===== src/rtl/expansion_shiftreg_pkg.sv =====
// Shared definitions for the expansion shift-register link (target RTL and initiator bench model).
package expansion_shiftreg_pkg;

  typedef enum logic [1:0] {
    LOADING    = 2'd0,
    WAIT_FIRST = 2'd1,
    SHIFTING   = 2'd2
  } link_state_e;

  // Synchronised view of one link pin: level plus single-clk edge pulses.
  typedef struct packed {
    logic lvl;
    logic rise;
    logic fall;
  } pin_evt_t;

  localparam pin_evt_t PIN_EVT_IDLE = '{lvl: 1'b1, rise: 1'b0, fall: 1'b0};

  localparam int          DEF_WIDTH      = 8;
  localparam logic [31:0] DEF_SAFE_VALUE = 32'h0;

  localparam int NUM_PINS = 3;
  localparam int PIN_SCK  = 0;
  localparam int PIN_LD   = 1;
  localparam int PIN_SDO  = 2;

endpackage


===== src/rtl/expansion_shiftreg_target_pin_sync.sv =====
// N-flop synchroniser for one async link pin with registered rise/fall pulses.
module shiftreg_pin_sync
  import expansion_shiftreg_pkg::*;
#(
  parameter int STAGES = 2
) (
  input  logic     clk,
  input  logic     rst_n,
  input  logic     pin,
  output pin_evt_t evt
);

  logic [STAGES-1:0] sync_pipe;

  // Flops idle high so a released reset with pins high produces no edge.
  always_ff @(posedge clk) begin
    if (!rst_n) begin
      sync_pipe <= '1;
      evt       <= PIN_EVT_IDLE;
    end else begin
      sync_pipe <= {sync_pipe[STAGES-2:0], pin};
      evt.lvl   <= sync_pipe[STAGES-1];
      evt.rise  <= sync_pipe[STAGES-1] & ~evt.lvl;
      evt.fall  <= ~sync_pipe[STAGES-1] & evt.lvl;
    end
  end

endmodule


===== src/rtl/expansion_shiftreg_target.sv =====
// Far end of the expansion shift-register link: fabric emulation of a 74HC595 + 74HC165 pair,
// with frame checking and a link watchdog.
module expansion_shiftreg_target
  import expansion_shiftreg_pkg::*;
#(
  parameter int               WIDTH       = DEF_WIDTH,
  parameter int               SYNC_STAGES = 2,
  parameter int               TIMEOUT     = 5000000,
  parameter logic [WIDTH-1:0] SAFE_VALUE  = DEF_SAFE_VALUE[WIDTH-1:0]
) (
  input  logic             clk,
  input  logic             rst_n,
  input  logic             SHIFT_CLK,
  input  logic             SHIFT_LOAD,
  input  logic             SHIFT_OUT,
  output logic             SHIFT_IN,
  input  logic [WIDTH-1:0] data_in,
  output logic [WIDTH-1:0] data_out,
  output logic             frame_valid,
  output logic             frame_error,
  output logic             link_timeout
);

  localparam int CNT_W = $clog2(WIDTH + 2);
  localparam int WD_W  = $clog2(TIMEOUT + 1);

  localparam logic [CNT_W-1:0] CNT_FULL = CNT_W'(WIDTH);
  localparam logic [CNT_W-1:0] CNT_SAT  = CNT_W'(WIDTH + 1);
  localparam logic [WD_W-1:0]  WD_MAX   = WD_W'(TIMEOUT);

  logic [NUM_PINS-1:0] pins;
  pin_evt_t [NUM_PINS-1:0] evt;

  assign pins[PIN_SCK] = SHIFT_CLK;
  assign pins[PIN_LD]  = SHIFT_LOAD;
  assign pins[PIN_SDO] = SHIFT_OUT;

  for (genvar g = 0; g < NUM_PINS; g++) begin : g_sync
    shiftreg_pin_sync #(.STAGES(SYNC_STAGES)) u_sync (
      .clk  (clk),
      .rst_n(rst_n),
      .pin  (pins[g]),
      .evt  (evt[g])
    );
  end

  logic sck_rise, sck_fall, ld_rise, ld_fall, sdo_lvl;
  assign sck_rise = evt[PIN_SCK].rise;
  assign sck_fall = evt[PIN_SCK].fall;
  assign ld_rise  = evt[PIN_LD].rise;
  assign ld_fall  = evt[PIN_LD].fall;
  assign sdo_lvl  = evt[PIN_SDO].lvl;

  logic unused_evt;
  assign unused_evt = ^{evt[PIN_SDO].rise, evt[PIN_SDO].fall, evt[PIN_SCK].lvl, evt[PIN_LD].lvl};

  link_state_e      state;
  logic [WIDTH-1:0] rx_sr, tx_sr, tx_shl;
  logic [CNT_W-1:0] bit_cnt;
  logic [WD_W-1:0]  wdog;
  logic             frame_ok;

  assign tx_shl   = tx_sr << 1;
  assign frame_ok = (state == SHIFTING) && (bit_cnt == CNT_FULL);

  always_ff @(posedge clk) begin
    if (!rst_n) begin
      state        <= LOADING;
      rx_sr        <= '0;
      tx_sr        <= '0;
      bit_cnt      <= '0;
      wdog         <= '0;
      data_out     <= SAFE_VALUE;
      SHIFT_IN     <= 1'b0;
      frame_valid  <= 1'b0;
      frame_error  <= 1'b0;
      link_timeout <= 1'b0;
    end else begin
      frame_valid <= 1'b0;
      frame_error <= 1'b0;

      // Watchdog forces the safe word exactly once, on the cycle it expires.
      if (wdog != WD_MAX) begin
        wdog <= wdog + 1'b1;
        if (wdog == WD_MAX - 1'b1) begin
          link_timeout <= 1'b1;
          data_out     <= SAFE_VALUE;
        end
      end

      if (ld_fall) begin
        state <= LOADING;
        if (frame_ok) begin
          data_out     <= rx_sr;
          frame_valid  <= 1'b1;
          wdog         <= '0;
          link_timeout <= 1'b0;
        end else if (bit_cnt != '0 || state == SHIFTING) begin
          frame_error <= 1'b1;
        end
      end else begin
        case (state)
          LOADING: begin
            tx_sr    <= data_in;
            SHIFT_IN <= data_in[WIDTH-1];
            bit_cnt  <= '0;
            if (ld_rise) state <= WAIT_FIRST;
          end
          // First falling edge carries stale data from before the load.
          WAIT_FIRST: if (sck_fall) state <= SHIFTING;
          SHIFTING: begin
            if (sck_fall) begin
              rx_sr <= (rx_sr << 1) | WIDTH'(sdo_lvl);
              if (bit_cnt != CNT_SAT) bit_cnt <= bit_cnt + 1'b1;
            end
            if (sck_rise) begin
              tx_sr    <= tx_shl;
              SHIFT_IN <= tx_shl[WIDTH-1];
            end
          end
          default: state <= LOADING;
        endcase
      end
    end
  end

endmodule

===== config.mk =====
export PLATFORM = sky130hd
export DESIGN_NAME = expansion_shiftreg_target
export DESIGN_NICKNAME = d
export VERILOG_FILES = /design/src/rtl/expansion_shiftreg_pkg.sv /design/src/rtl/expansion_shiftreg_target_pin_sync.sv /design/src/rtl/expansion_shiftreg_target.sv
export SDC_FILE = /design/constraint.sdc
export NUM_CORES = 1
export LEC_CHECK = 0
export ABC_CLOCK_PERIOD_IN_PS = 4890
export BUFFER_PORTS_ARGS = -buffer_cell sky130_fd_sc_hd__buf_2
export CORE_ASPECT_RATIO = 0.8
export CORE_MARGIN = 1.5
export CORE_UTILIZATION = 50
export DETAILED_ROUTE_END_ITERATION = 10
export MAX_ROUTING_LAYER = met4
export PLACE_DENSITY = 0.69
export SLEW_MARGIN = 5
export SYNTH_ARGS = -nofsm -noshare
export SYNTH_HDL_FRONTEND = slang
export SYNTH_HIERARCHICAL = 1
export SYNTH_SLANG_ARGS = --single-unit

===== constraint.sdc =====
create_clock -name clk -period 4.89 [get_ports clk]
set_clock_uncertainty 0.05 [all_clocks]
set_input_delay 1.2225 -clock clk [delete_from_list [all_inputs] [get_ports clk]]
set_output_delay 1.2225 -clock clk [all_outputs]
set_load 0.05 [all_outputs]

== Word-level counts from Yosys, hierarchy flattened ==
Cells that the tools add are included.
Storage, ports and cells
  register bits: 69
  bits in latches: 0
  memory bits (writable): 0
  ROM bits: 0
  output and inout bits: 12
  logic and storage cells: 80
  memories kept: 0
Operators by class
  $add $sub $neg: 2
  multipliers: 0
  div/mod/pow operators: 0
  order comparisons: 0
  equal/unequal tests: 11
  shift-type cells: 0
  mux-type cells: 23
  bitwise logic cells: 12
  reduce and logical (&&, ||, !) cells: 12
Operators with widths (count)
  23-bit 2-to-1 mux: 3
  8-bit 2-to-1 mux: 4
  23-bit by 1-bit adder with 23-bit output (second input constant): 1
  23-bit == test (second input constant): 1
  23-bit inequality test (second input constant): 1
  7-bit one-hot mux with 2 select lines: 1
  2-bit by 1-bit inequality test with 1-bit output (second input constant): 5
  3-bit AND reduction: 3
  4-bit 2-to-1 mux: 2
  8-bit by 1-bit OR with 8-bit output: 1
  4-bit one-hot mux with 2 select lines: 1
  1-bit 2-to-1 mux: 7
  7-bit 2-to-1 mux: 1
  1-bit inverter: 7
  2-bit one-hot mux with 3 select lines: 1
  4-bit by 1-bit adder with 4-bit output (second input constant): 1
  1-bit AND: 4
  4-bit == test (second input constant): 1
  2-bit 2-to-1 mux: 2
  4-bit inequality test (second input constant): 1
  4-bit AND reduction: 1
  4-bit nonzero test: 1
  3-bit OR reduction: 1
  2-bit by 1-bit == test with 1-bit output (second input constant): 1
  8 further kinds: 8

== Logic depth before layout (Yosys ltp) ==
  depth in word-level cells: 5
  mapped depth: 7
  mapped depth without buffers: 6

== Hierarchy ==
The synthesis kept the hierarchy.
By module, submodules not included
  expansion_shiftreg_target: times used 1, cells an instance 277, area an instance 2486.1 µm²
  shiftreg_pin_sync: times used 3, cells an instance 10, area an instance 136.4 µm²

== Least setup slack after synthesis ==
OpenSTA, ideal clock, no wires.
  kind: in2reg
  start: input port rst_n
  end: register data_out[7]
  setup time: 0.117 ns
  arrival time: 1.926 ns
  data required time: 4.723 ns
  slack: 2.797 ns
  stages on the path: 4
  buffers on the path: 1
  cell sequence: o41ai_2 o21ba_2 clkbuf_1 a22o_1
RTL lines
  start: declaration: line expansion_shiftreg_target.sv:12  | input logic rst_n,
  end signal: assignment: line expansion_shiftreg_target.sv:94  | data_out <= rx_sr;
  end: declaration: line expansion_shiftreg_target.sv:18  | output logic [WIDTH-1:0] data_out,

== Worst setup path in the final report ==
  start: register state[1]
  end: register data_out[0]
Between the ends
  longest elaborated chain between the ends: 4
RTL lines
  start: declaration: line expansion_shiftreg_target.sv:57  | link_state_e state;
  start signal: assignment: line expansion_shiftreg_target.sv:68  | state <= LOADING;
  start signal: assignment: line expansion_shiftreg_target.sv:92  | state <= LOADING;
  start signal: assignment: line expansion_shiftreg_target.sv:107  | if (ld_rise) state <= WAIT_FIRST;
  2-bit == test: line expansion_shiftreg_target.sv:64  | assign frame_ok = (state == SHIFTING) && (bit_cnt == CNT_FULL);
  1-bit logical AND: line expansion_shiftreg_target.sv:64
  8-bit 2-to-1 mux: line expansion_shiftreg_target.sv:93  | if (frame_ok) begin
  8-bit 2-to-1 mux: line expansion_shiftreg_target.sv:91  | if (ld_fall) begin
No other way between the ends.
A chain may end at the register's enable or synchronous reset.

==> impl_metrics.py <==
metrics = {
    "logic_synthesis": {
        "syn_inst": 303,
        "ys_warn_count": 6,
        "syn-cell-area_mm2": 0.00284,
        "syn_avg_cell_area_um2": 9.37,
        "synth_fp_nets": 321,
    },
    "hold_path": {
        "holdCritPathClass": "flip-flop to flip-flop",
    },
    "setup_path": {
        "cp_top_family": "compound AO/OA/AOI/OAI gates",
        "critPathKind": "flip-flop to flip-flop",
        "crit_fanout": 27,
        "cpPeakStageDelay_ns": 0.48,
        "path_cells": "nand2b_1, o41ai_4, buf_4, o21ba_2, a22o_1",
        "startpoint_type": "flip-flop",
        "critPathSlowestCell": "dfxtp_1",
        "critPathBufInv": 1,
        "arrival_ns": 2.56,
        "worstPathRequired_ns": 5.08,
        "worst_setup_path_end_kind": "flip-flop",
    },
    "global_route": {
        "grt_max_degree": 37,
        "track_usage_pct": 18.8,
        "grt_use_met2_pct": 25.0,
        "gr-usage-met3_pct": 6.50,
        "grt_pass1_wl_mm": 8.65,
        "grt_use_met1_pct": 25.6,
        "grt_pass1_vias": 1920,
        "grt_busiest_layer": "met1",
        "grt_overflow": 0,
        "antenna_found_initial": 0,
    },
    "timing": {
        "rsz0062_at_grt": "no",
        "setup_violations": 0,
        "max_clock_freq_ghz": 0.423,
        "slew_headroom_pct": 31.3,
        "finalCritPeriodShare_pct": 48.3,
        "fin_crit_ns": 2.36,
        "drv_slew": 0,
        "tns_ns": 0,
        "hold_viol_final": 0,
        "worst_slew_pin_slew_ns": 1.03,
    },
    "floorplan": {
        "die_height_um": 70.4,
        "rows": 24,
        "initial_core_util_pct": 51.9,
        "die_x_um": 87.2,
        "ios": 25,
        "die_area_mm2": 0.00614,
        "design.core.area_mm2": 0.00547,
    },
    "cells_and_area": {
        "stdcell_area_mm2": 0.00328,
        "finalNetCount": 345,
        "num_antenna_cells": 0,
        "syn_to_final_growth_pct": 15.5,
        "layout-drive-gt1-share_pct": 14.8,
    },
    "power": {
        "p_total_mw": 1.18,
        "p_leak_nw": 1.31,
        "peakVddDrop_mv": 0.320,
        "power_density_mw_per_mm2": 360,
    },
    "cts": {
        "cts.reportedPaths.clkPinSlew_ns": 0.08,
        "cts_setup_buffers": 0,
        "cts_root_buffer": "clkbuf_8",
        "clk_path_buf_depth": 2,
        "clk_latency_ns": 0.35,
        "clock_sinks": 69,
        "hold_buffers": 0,
        "ctsResizeCount": 0,
        "cts_tree": "done",
        "cts_buffers": 9,
        "htreeDepth": 3,
    },
    "detailed_routing": {
        "viasPerCell": 5.25,
        "wl_mm": 5.05,
        "drt-initial-drc-count": 106,
        "drc": 0,
        "drt-wirelength-per-cell_um": 12.3,
        "ant_nets": 0,
        "drt-pass1-iter-count": 4,
        "via_count": 2153,
    },
    "place": {
        "place_area_mm2": 0.00303,
        "post-dp-hpwl_mm": 3.34,
        "gp_congestion": 0.781,
        "numPortBuffers": 24,
    },
    "job": {
        "drv_cap": 0,
    },
    "run_status": {
        "status": "complete, no violations",
    },
}
[metal layers]
layer | up-vias | wire (µm)
met1 | 985 | 2690
met4 | 0 | 102
met5 | - | 0
met2 | 34 | 2050
li1 | 1124 | -
met3 | 10 | 203
[per-stage QoR]
stage	hold slack (ns)	instances	worst slack (ns)	util [%]
after floorplan	0.336	303	2.80	-
after CTS	0.361	410	2.53	60.0
after global routing	0.371	410	2.33	60.0
after detailed placement	0.342	394	2.18	55.4
after global placement	0.340	394	2.20	55.4
final	0.359	410	2.53	60.0
[where the power goes]
| part | leakage, nW | internal, mW | total [mW] | switching, mW |
|---|---|---|---|---|
| registers | 0.561 | 0.572 | 0.579 | 0.00666 |
| clock network | 0.116 | 0.341 | 0.561 | 0.220 |
| logic | 0.629 | 0.0187 | 0.0399 | 0.0212 |
| total | 1.31 | 0.932 | 1.18 | 0.248 |
[layout make-up]
| cell class | instances | area [µm²] |
|---|---|---|
| Fill cell | 491 | 2190 |
| Sequential cell | 69 | 1380 |
| Multi-Input combinational cell | 209 | 1370 |
| Timing Repair Buffer | 26 | 135 |
| Clock buffer | 9 | 124 |
| Clock inverter | 7 | 123 |
| Tap cell | 78 | 97.6 |
| Inverter | 12 | 45.0 |
[registers in the layout (all words and copies together), names as in the netlist]
signal	flops
g_sync.u_sync/sync_pipe	6
g_sync.u_sync/evt	7
SHIFT_IN	1
state	2
rx_sr	8
tx_sr	7
data_out	8
frame_error	1
link_timeout	1
bit_cnt	4
wdog	23
frame_valid	1
[layout by cell type (no fill, tap or decap), types with 2 or more instances in the layout]
cell type,n
dfxtp_1,69
nand2_1,35
buf_2,24
nor2_1,17
nand2b_1,13
a21oi_1,13
inv_1,12
nand3_1,11
or3_1,10
a21boi_0,10
o21ai_0,9
clkbuf_8,9
a22o_1,8
mux2i_1,7
o211a_1,7
xnor2_1,7
or4_1,6
nor4_1,5
nand4_1,5
xor2_1,5
ha_1,5
and3_1,4
o31ai_1,4
nor3_1,4
and3b_1,4
and4_1,3
bufinv_16,3
o21ba_2,2
nand4_2,2
clkinvlp_4,2
buf_4,2
[worst paths after layout]
kind                                                 start                                  endpoint  slack [ns]  depth (start not counted)
setup / recovery                     state[1]$_SDFFE_PP0P_                    data_out[0]$_SDFF_PN0_        2.53                          5
hold reg to reg   g_sync[2].u_sync/sync_pipe[0]$_SDFF_PN1_  g_sync[2].u_sync/sync_pipe[1]$_SDFF_PN1_        0.36                          1
hold / removal    g_sync[2].u_sync/sync_pipe[0]$_SDFF_PN1_  g_sync[2].u_sync/sync_pipe[1]$_SDFF_PN1_        0.36                          1
setup reg to reg                     state[1]$_SDFFE_PP0P_                    data_out[0]$_SDFF_PN0_        2.53                          5
(Power assumes the default switching activity.)
